--- src/rtl/vga_cursor_overlay.sv ---
// rtl/vga_cursor_overlay.sv - cursor and border renderer behind the VGA timing generator
// Two-stage pipeline; IR positions are double-buffered and only take effect at vsync.

module vga_cursor_overlay #(
    parameter int         H_OFF          = 49,
    parameter int         V_OFF          = 33,
    parameter int         SCREEN_W       = 640,
    parameter int         SCREEN_H       = 480,
    parameter int         CURSOR_SIZE    = 16,
    parameter int         TIMEOUT_FRAMES = 30,
    parameter int         BLINK_FRAMES   = 15,
    parameter logic [7:0] BG_COLOR       = 8'h00,
    parameter logic [7:0] BORDER_COLOR   = 8'hFF,
    parameter logic [7:0] CURSOR_COLOR   = 8'h1C,
    parameter logic [7:0] LOST_COLOR     = 8'hE0
) (
    input  logic       clk,
    input  logic       rst_n,
    input  logic       req,
    input  logic       en,
    input  logic [9:0] col,
    input  logic [9:0] row,
    input  logic       hsync,
    input  logic       vsync,
    input  logic [9:0] pos_x,
    input  logic [9:0] pos_y,
    input  logic       pos_valid,
    output logic       pos_ready,
    output logic [2:0] red,
    output logic [2:0] green,
    output logic [1:0] blue,
    output logic       hsync_o,
    output logic       vsync_o,
    output logic       frame_tick,
    output logic       stale
);

    localparam int FCW = $clog2(TIMEOUT_FRAMES + 1);
    localparam int BCW = $clog2(BLINK_FRAMES + 1);

    localparam logic [9:0]     MAX_X      = 10'(SCREEN_W - CURSOR_SIZE);
    localparam logic [9:0]     MAX_Y      = 10'(SCREEN_H - CURSOR_SIZE);
    localparam logic [9:0]     HOME_X     = 10'((SCREEN_W - CURSOR_SIZE) / 2);
    localparam logic [9:0]     HOME_Y     = 10'((SCREEN_H - CURSOR_SIZE) / 2);
    localparam logic [9:0]     H_OFF_C    = 10'(H_OFF);
    localparam logic [9:0]     V_OFF_C    = 10'(V_OFF);
    localparam logic [9:0]     LAST_X     = 10'(SCREEN_W - 1);
    localparam logic [9:0]     LAST_Y     = 10'(SCREEN_H - 1);
    localparam logic [10:0]    SIZE_C     = 11'(CURSOR_SIZE);
    localparam logic [FCW-1:0] TIMEOUT_C  = FCW'(TIMEOUT_FRAMES);
    localparam logic [BCW-1:0] BLINK_LAST = BCW'(BLINK_FRAMES - 1);

    typedef enum logic {
        TRACKING = 1'b0,
        STALE    = 1'b1
    } stateT;

    // Strobe is not needed: every stage advances on every clock.
    logic unusedReq;
    assign unusedReq = req;

    logic       enS1;
    logic [9:0] colS1;
    logic [9:0] rowS1;
    logic       hsyncS1;
    logic       vsyncS1;
    logic       vsyncS1d;

    logic       pending;
    logic [9:0] pendX;
    logic [9:0] pendY;
    logic [9:0] curX;
    logic [9:0] curY;

    stateT          state;
    stateT          stateNext;
    logic [FCW-1:0] frameCnt;
    logic [FCW-1:0] frameCntNext;
    logic [BCW-1:0] blinkCnt;
    logic [BCW-1:0] blinkCntNext;
    logic           blinkPhase;
    logic           blinkPhaseNext;

    logic       frameEvent;
    logic       accept;
    logic       commit;
    logic [9:0] clampX;
    logic [9:0] clampY;

    assign frameEvent = vsyncS1d & ~vsyncS1;
    assign pos_ready  = ~pending;
    assign accept     = pos_valid & ~pending;
    assign commit     = frameEvent & pending;
    assign clampX     = (pos_x > MAX_X) ? MAX_X : pos_x;
    assign clampY     = (pos_y > MAX_Y) ? MAX_Y : pos_y;

    always_ff @(posedge clk or negedge rst_n) begin
        if (!rst_n) begin
            enS1     <= 1'b0;
            colS1    <= '0;
            rowS1    <= '0;
            hsyncS1  <= 1'b1;
            vsyncS1  <= 1'b1;
            vsyncS1d <= 1'b1;
        end else begin
            enS1     <= en;
            colS1    <= col;
            rowS1    <= row;
            hsyncS1  <= hsync;
            vsyncS1  <= vsync;
            vsyncS1d <= vsyncS1;
        end
    end

    // Accept and commit are mutually exclusive because accept needs pending empty.
    always_ff @(posedge clk or negedge rst_n) begin
        if (!rst_n) begin
            pending <= 1'b0;
            pendX   <= '0;
            pendY   <= '0;
            curX    <= HOME_X;
            curY    <= HOME_Y;
        end else begin
            if (commit) begin
                curX    <= pendX;
                curY    <= pendY;
                pending <= 1'b0;
            end
            if (accept) begin
                pendX   <= clampX;
                pendY   <= clampY;
                pending <= 1'b1;
            end
        end
    end

    always_comb begin
        stateNext      = state;
        frameCntNext   = frameCnt;
        blinkCntNext   = blinkCnt;
        blinkPhaseNext = blinkPhase;
        if (frameEvent) begin
            if (pending) begin
                stateNext    = TRACKING;
                frameCntNext = '0;
            end else begin
                if (frameCnt != TIMEOUT_C) begin
                    frameCntNext = frameCnt + 1'b1;
                end
                if (state == TRACKING) begin
                    if (frameCntNext == TIMEOUT_C) begin
                        stateNext      = STALE;
                        blinkCntNext   = '0;
                        blinkPhaseNext = 1'b1;
                    end
                end else if (blinkCnt == BLINK_LAST) begin
                    blinkCntNext   = '0;
                    blinkPhaseNext = ~blinkPhase;
                end else begin
                    blinkCntNext = blinkCnt + 1'b1;
                end
            end
        end
    end

    always_ff @(posedge clk or negedge rst_n) begin
        if (!rst_n) begin
            state      <= STALE;
            frameCnt   <= '0;
            blinkCnt   <= '0;
            blinkPhase <= 1'b1;
            stale      <= 1'b1;
            frame_tick <= 1'b0;
        end else begin
            state      <= stateNext;
            frameCnt   <= frameCntNext;
            blinkCnt   <= blinkCntNext;
            blinkPhase <= blinkPhaseNext;
            stale      <= (stateNext == STALE);
            frame_tick <= frameEvent;
        end
    end

    logic [9:0]  scrX;
    logic [9:0]  scrY;
    logic [10:0] endX;
    logic [10:0] endY;
    logic        cursorHit;
    logic        borderHit;
    logic [7:0]  cursorColor;
    logic [7:0]  pixel;

    assign scrX = colS1 - H_OFF_C;
    assign scrY = rowS1 - V_OFF_C;
    assign endX = {1'b0, curX} + SIZE_C;
    assign endY = {1'b0, curY} + SIZE_C;

    // Widened compares so a cursor near the right/bottom edge cannot wrap.
    assign cursorHit = ({1'b0, scrX} >= {1'b0, curX}) && ({1'b0, scrX} < endX) &&
                       ({1'b0, scrY} >= {1'b0, curY}) && ({1'b0, scrY} < endY);
    assign borderHit = (scrX == 10'd0) || (scrX == LAST_X) ||
                       (scrY == 10'd0) || (scrY == LAST_Y);

    assign cursorColor = (state == TRACKING) ? CURSOR_COLOR :
                         (blinkPhase ? LOST_COLOR : BG_COLOR);

    always_comb begin
        pixel = 8'h00;
        if (enS1) begin
            if (cursorHit) begin
                pixel = cursorColor;
            end else if (borderHit) begin
                pixel = BORDER_COLOR;
            end else begin
                pixel = BG_COLOR;
            end
        end
    end

    always_ff @(posedge clk or negedge rst_n) begin
        if (!rst_n) begin
            red     <= '0;
            green   <= '0;
            blue    <= '0;
            hsync_o <= 1'b1;
            vsync_o <= 1'b1;
        end else begin
            red     <= pixel[7:5];
            green   <= pixel[4:2];
            blue    <= pixel[1:0];
            hsync_o <= hsyncS1;
            vsync_o <= vsyncS1;
        end
    end

endmodule

--- config.mk ---
export PLATFORM = sky130hd
export DESIGN_NAME = vga_cursor_overlay
export DESIGN_NICKNAME = d
export VERILOG_FILES = /design/src/rtl/vga_cursor_overlay.sv
export SDC_FILE = /design/constraint.sdc
export NUM_CORES = 1
export LEC_CHECK = 0
export ABC_AREA = 1
export CAP_MARGIN = 20
export CORE_MARGIN = 5
export CORE_UTILIZATION = 45
export CTS_CLUSTER_SIZE = 14
export DETAILED_ROUTE_END_ITERATION = 8
export PLACE_DENSITY = 0.73
export SYNTH_ARGS = -nofsm -noshare
export SYNTH_HDL_FRONTEND = slang
export SYNTH_SLANG_ARGS = --single-unit
--- constraint.sdc ---
create_clock -name clk -period 2.4 [get_ports clk]
set_input_delay 0.6 -clock clk [delete_from_list [all_inputs] [get_ports clk]]
set_output_delay 0.6 -clock clk [all_outputs]
set_load 0.02 [all_outputs]
==> summary.md <==
| Metric | Value |
|---|---|
| CTS tree | `built` |
| Reg2reg start | `colS1[1]` |
| Multi-input logic area | `2600 sq um` |
| Area leader, netlist | `dfrtp_1` |
| Crit path kind | `reg2reg` |
| Vias | `4,070` |
| Crit path max fanout | `4` |
| Leak pwr | `2.92 nW` |
| Row count | `37` |
| HPWL after DPL | `7.68 mm` |
| Clock Pin Slew Worst Setup and Hold Paths | `0.08 ns` |
| Status | `finished clean` |
| First-pass GRT wire length | `17.7 mm` |
| CP startpoint kind | `register` |
| Fill count | `910` |
| Skew-Pair Late Insertion Delay | `0.36 ns` |
| CTS Buf Count | `9` |
| Drt first pass iters | `4` |
| Pre-CTS WS | `-0.143 ns` |
| Setup violators final | `0` |
| Critical path arrival | `2.59 ns` |
| Post-Syn Instances | `585` |
| Top area cells in the synthesized netlist | `dfrtp_1 35%, ha_1 12%, nand2_1 11%` |
| Hold Worst Slack | `0.146 ns` |
| Final Wtd Congestion | `0.855` |
| Ys Warns | `0` |
| DRC | `0` |
| # IOs | `60` |
| Total gr overflow | `0` |
| Final min period | `2.35 ns` |
| Root Buffer | `clkbuf_8` |
| Share of cells above drive strength 1 | `21.2%` |
| Flops & latches, synth | `81` |
| Crit path from | `colS1[1]` |
| Antenna violations before repair | `0` |
| Synthesized area | `4730 sq um` |
| Syn Area/Cell | `8.09 sq um` |
| Clock network fraction of total power | `18.2%` |
| Sequential Power Share | `40.1%` |
| Post-route cell area | `6240 sq um` |
| Pwr Total | `4.72 mW` |
| Drt initial violations | `116` |
| Area grow syn2layout | `31.8%` |
| Worst Setup End Kind | `register` |
| Yosys cell types | `37` |
| Antenna cell count | `0` |
| Achievable clock frequency | `426 MHz` |
| Average wire per standard cell | `12.3 um` |
| Port bufs | `58` |
| End point of the critical path | `green[1]` |
| Vias in the first global route | `4,066` |
| Slew Limit Fails | `0` |
| GRT Total Usage | `16.7%` |
| Width of the die | `113 um` |
| DR vias/cell | `4.96` |
| ANT nets after route | `0` |
| Fin nets | `771` |
| WL final | `10.1 mm` |
| Pin count of the biggest net entering global routing | `41` |
| Switching share of power | `37.6%` |
| Max-slew headroom | `74.5%` |
| NetSw | `1.77 mW` |
| Post-Syn Nets | `676` |
| Die height | `113 um` |
| Peak supply drop | `417 uV` |
| Cell Pwr Density | `757 nW/um^2` |
| RSZ-0062 raised after global routing | `yes` |
| Max Cap Viol | `0` |
| # clock sinks | `81` |
| Reg2reg path depth | `19` |
| Combinational group share of total power | `41.6%` |
| Synth top area share | `35.4%` |
| Period utilisation layout | `97.8%` |
| Core area | `10,300 sq um` |
| Clock Path Buffers | `2` |
| Register area share after synthesis | `43.2%` |
| Worst Path Required | `2.65 ns` |
| Worst Skew | `0.0108 ns` |
| Internal power | `2.95 mW` |
| Reg-to-reg endpoint | `green[1]` |
| R2R Setup Slk | `0.05 ns` |
| FF+latch area | `2050 sq um` |
| Tightest Pin Transition | `0.382 ns` |
| H-tree lvl count | `3` |
| Hold Path Class | `in2async` |
| Die area | `12,700 sq um` |
| Area after DPL | `5640 sq um` |
| Final WS setup | `0.0516 ns` |
| Final hold vios | `0` |
| Starting Density | `46.0%` |
==> power groups by stage <==
| stage | logic [mW] | registers, mW | clock network (mW) |
|---|---|---|---|
| 6_report | 1.97 | 1.90 | 0.861 |
| 5_1_grt | 2.26 | 1.94 | 0.961 |
| 4_1_cts | 1.67 | 1.89 | 0.900 |
| 3_5_place_dp | 1.61 | 1.91 | 0 |
| 3_3_place_gp | 1.52 | 1.89 | 0 |
| 2_1_floorplan | 1.11 | 1.87 | 0 |
==> synth_stat cells (all sizes together) <==
master  number
nand3b       5
clkinv       1
inv         94
o21ai       54
a21o         1
nand2      137
a21oi       28
nand3       39
o22ai        4
a31oi        1
dfstp       14
xor2        13
ha          44
o21bai       3
dfrtp       67
nand4        4
nor4         3
xnor2        4
nor2        47
or2          2
nor3         3
o21a         2
clkbuf       7
o31a         1
a22o         1
buf          6
==> through the flow <==
stage               util, %  TNS (ns)  cells
floorplan                 -         0    585
global placement       54.9    -0.268    796
detailed placement     54.9    -0.379    796
CTS                    57.5         0    816
global route           60.7    -0.234    820
finish                 60.7         0    820
==> registers in the layout (all words and copies together), names as in the netlist <==
register	count
colS1	10
curX	10
curY	10
pendX	10
pendY	10
rowS1	10
frameCnt	5
blinkCnt	4
blinkPhase	1
blue	1
enS1	1
frame_tick	1
green	1
hsyncS1	1
hsync_o	1
pending	1
red	1
state	1
vsyncS1	1
vsync_o	1
==> cell usage in the layout, fill, tap and decap left out, drive strengths merged <==
master / count
nand3b: 5
inv: 95
buf: 40
ha: 44
o21ai: 54
nor3: 3
nand3: 39
clkinv: 3
a22o: 1
nand4: 4
o21a: 2
dfrtp: 67
dfstp: 14
o31a: 1
clkinvlp: 2
clkdlybuf4s50: 57
nor2: 47
nor4: 3
o22ai: 4
a21oi: 28
a31oi: 1
xnor2: 4
clkbuf: 10
xor2: 13
or2: 2
nand2: 137
a21o: 1
o21bai: 3
==> repair_timing <==
action,CTS,global route
endpoints found under the setup margin,3,3
endpoints found under the hold margin,0,0
pin swaps,15,38
gates resized for setup,17,67
buffers inserted,5,4
hold buffers,0,0
==> layer usage <==
layer  wire length (um)  GRT usage, %  vias up
met5                  0             0        -
met4                129          4.81        0
met3                482          4.64       12
met2               4900          27.7       91
met1               4590          21.4     1902
li1                   -             -     2065
==> critical path: stages, from the launching register on <==
cell	delay [ns]
dfrtp_1	0.41
inv_2	0.08
ha_4	0.18
buf_6	0.12
nand2_2	0.06
nand2_2	0.05
nand2_2	0.08
inv_2	0.06
ha_4	0.26
inv_2	0.03
a21oi_2	0.12
nor2_1	0.05
nor2_1	0.10
a21oi_1	0.07
nor2_1	0.10
nand2_1	0.09
nor2_4	0.16
nand2_2	0.08
nor2_2	0.10
a21oi_2	0.03
==> final cells by class <==
class / count / share of cell area (%)
inverter: 95 / 5.80
tap: 136 / 2.73
clock buffer: 10 / 2.05
sequential: 81 / 32.8
timing repair buffer: 97 / 14.4
multi-input combinational: 396 / 41.7
clock inverter: 5 / 0.542
==> cells by family (layout without fill, tap and decap cells) <==
group	after synthesis	count (layout)	synth area share, %
simple gates	240	240	21.7
compound gates	95	95	11.0
flops	81	81	43.2
buf+inv	108	207	9.23
fa+ha+maj	44	44	11.6
xor+xnor	17	17	3.31
==> worst min-delay path by stage <==
stage	from	end	slack, ns	cells past startpoint
floorplan	rst_n	blinkCnt[0]	0.30	0
global placement	hsyncS1	hsync_o	0.35	0
detailed placement	hsyncS1	hsync_o	0.35	0
CTS	rst_n	curX[1]	0.14	1
global route	rst_n	curX[1]	0.15	1
finish	rst_n	curX[1]	0.15	1
Note: power is estimated with default switching activity, not from simulation.
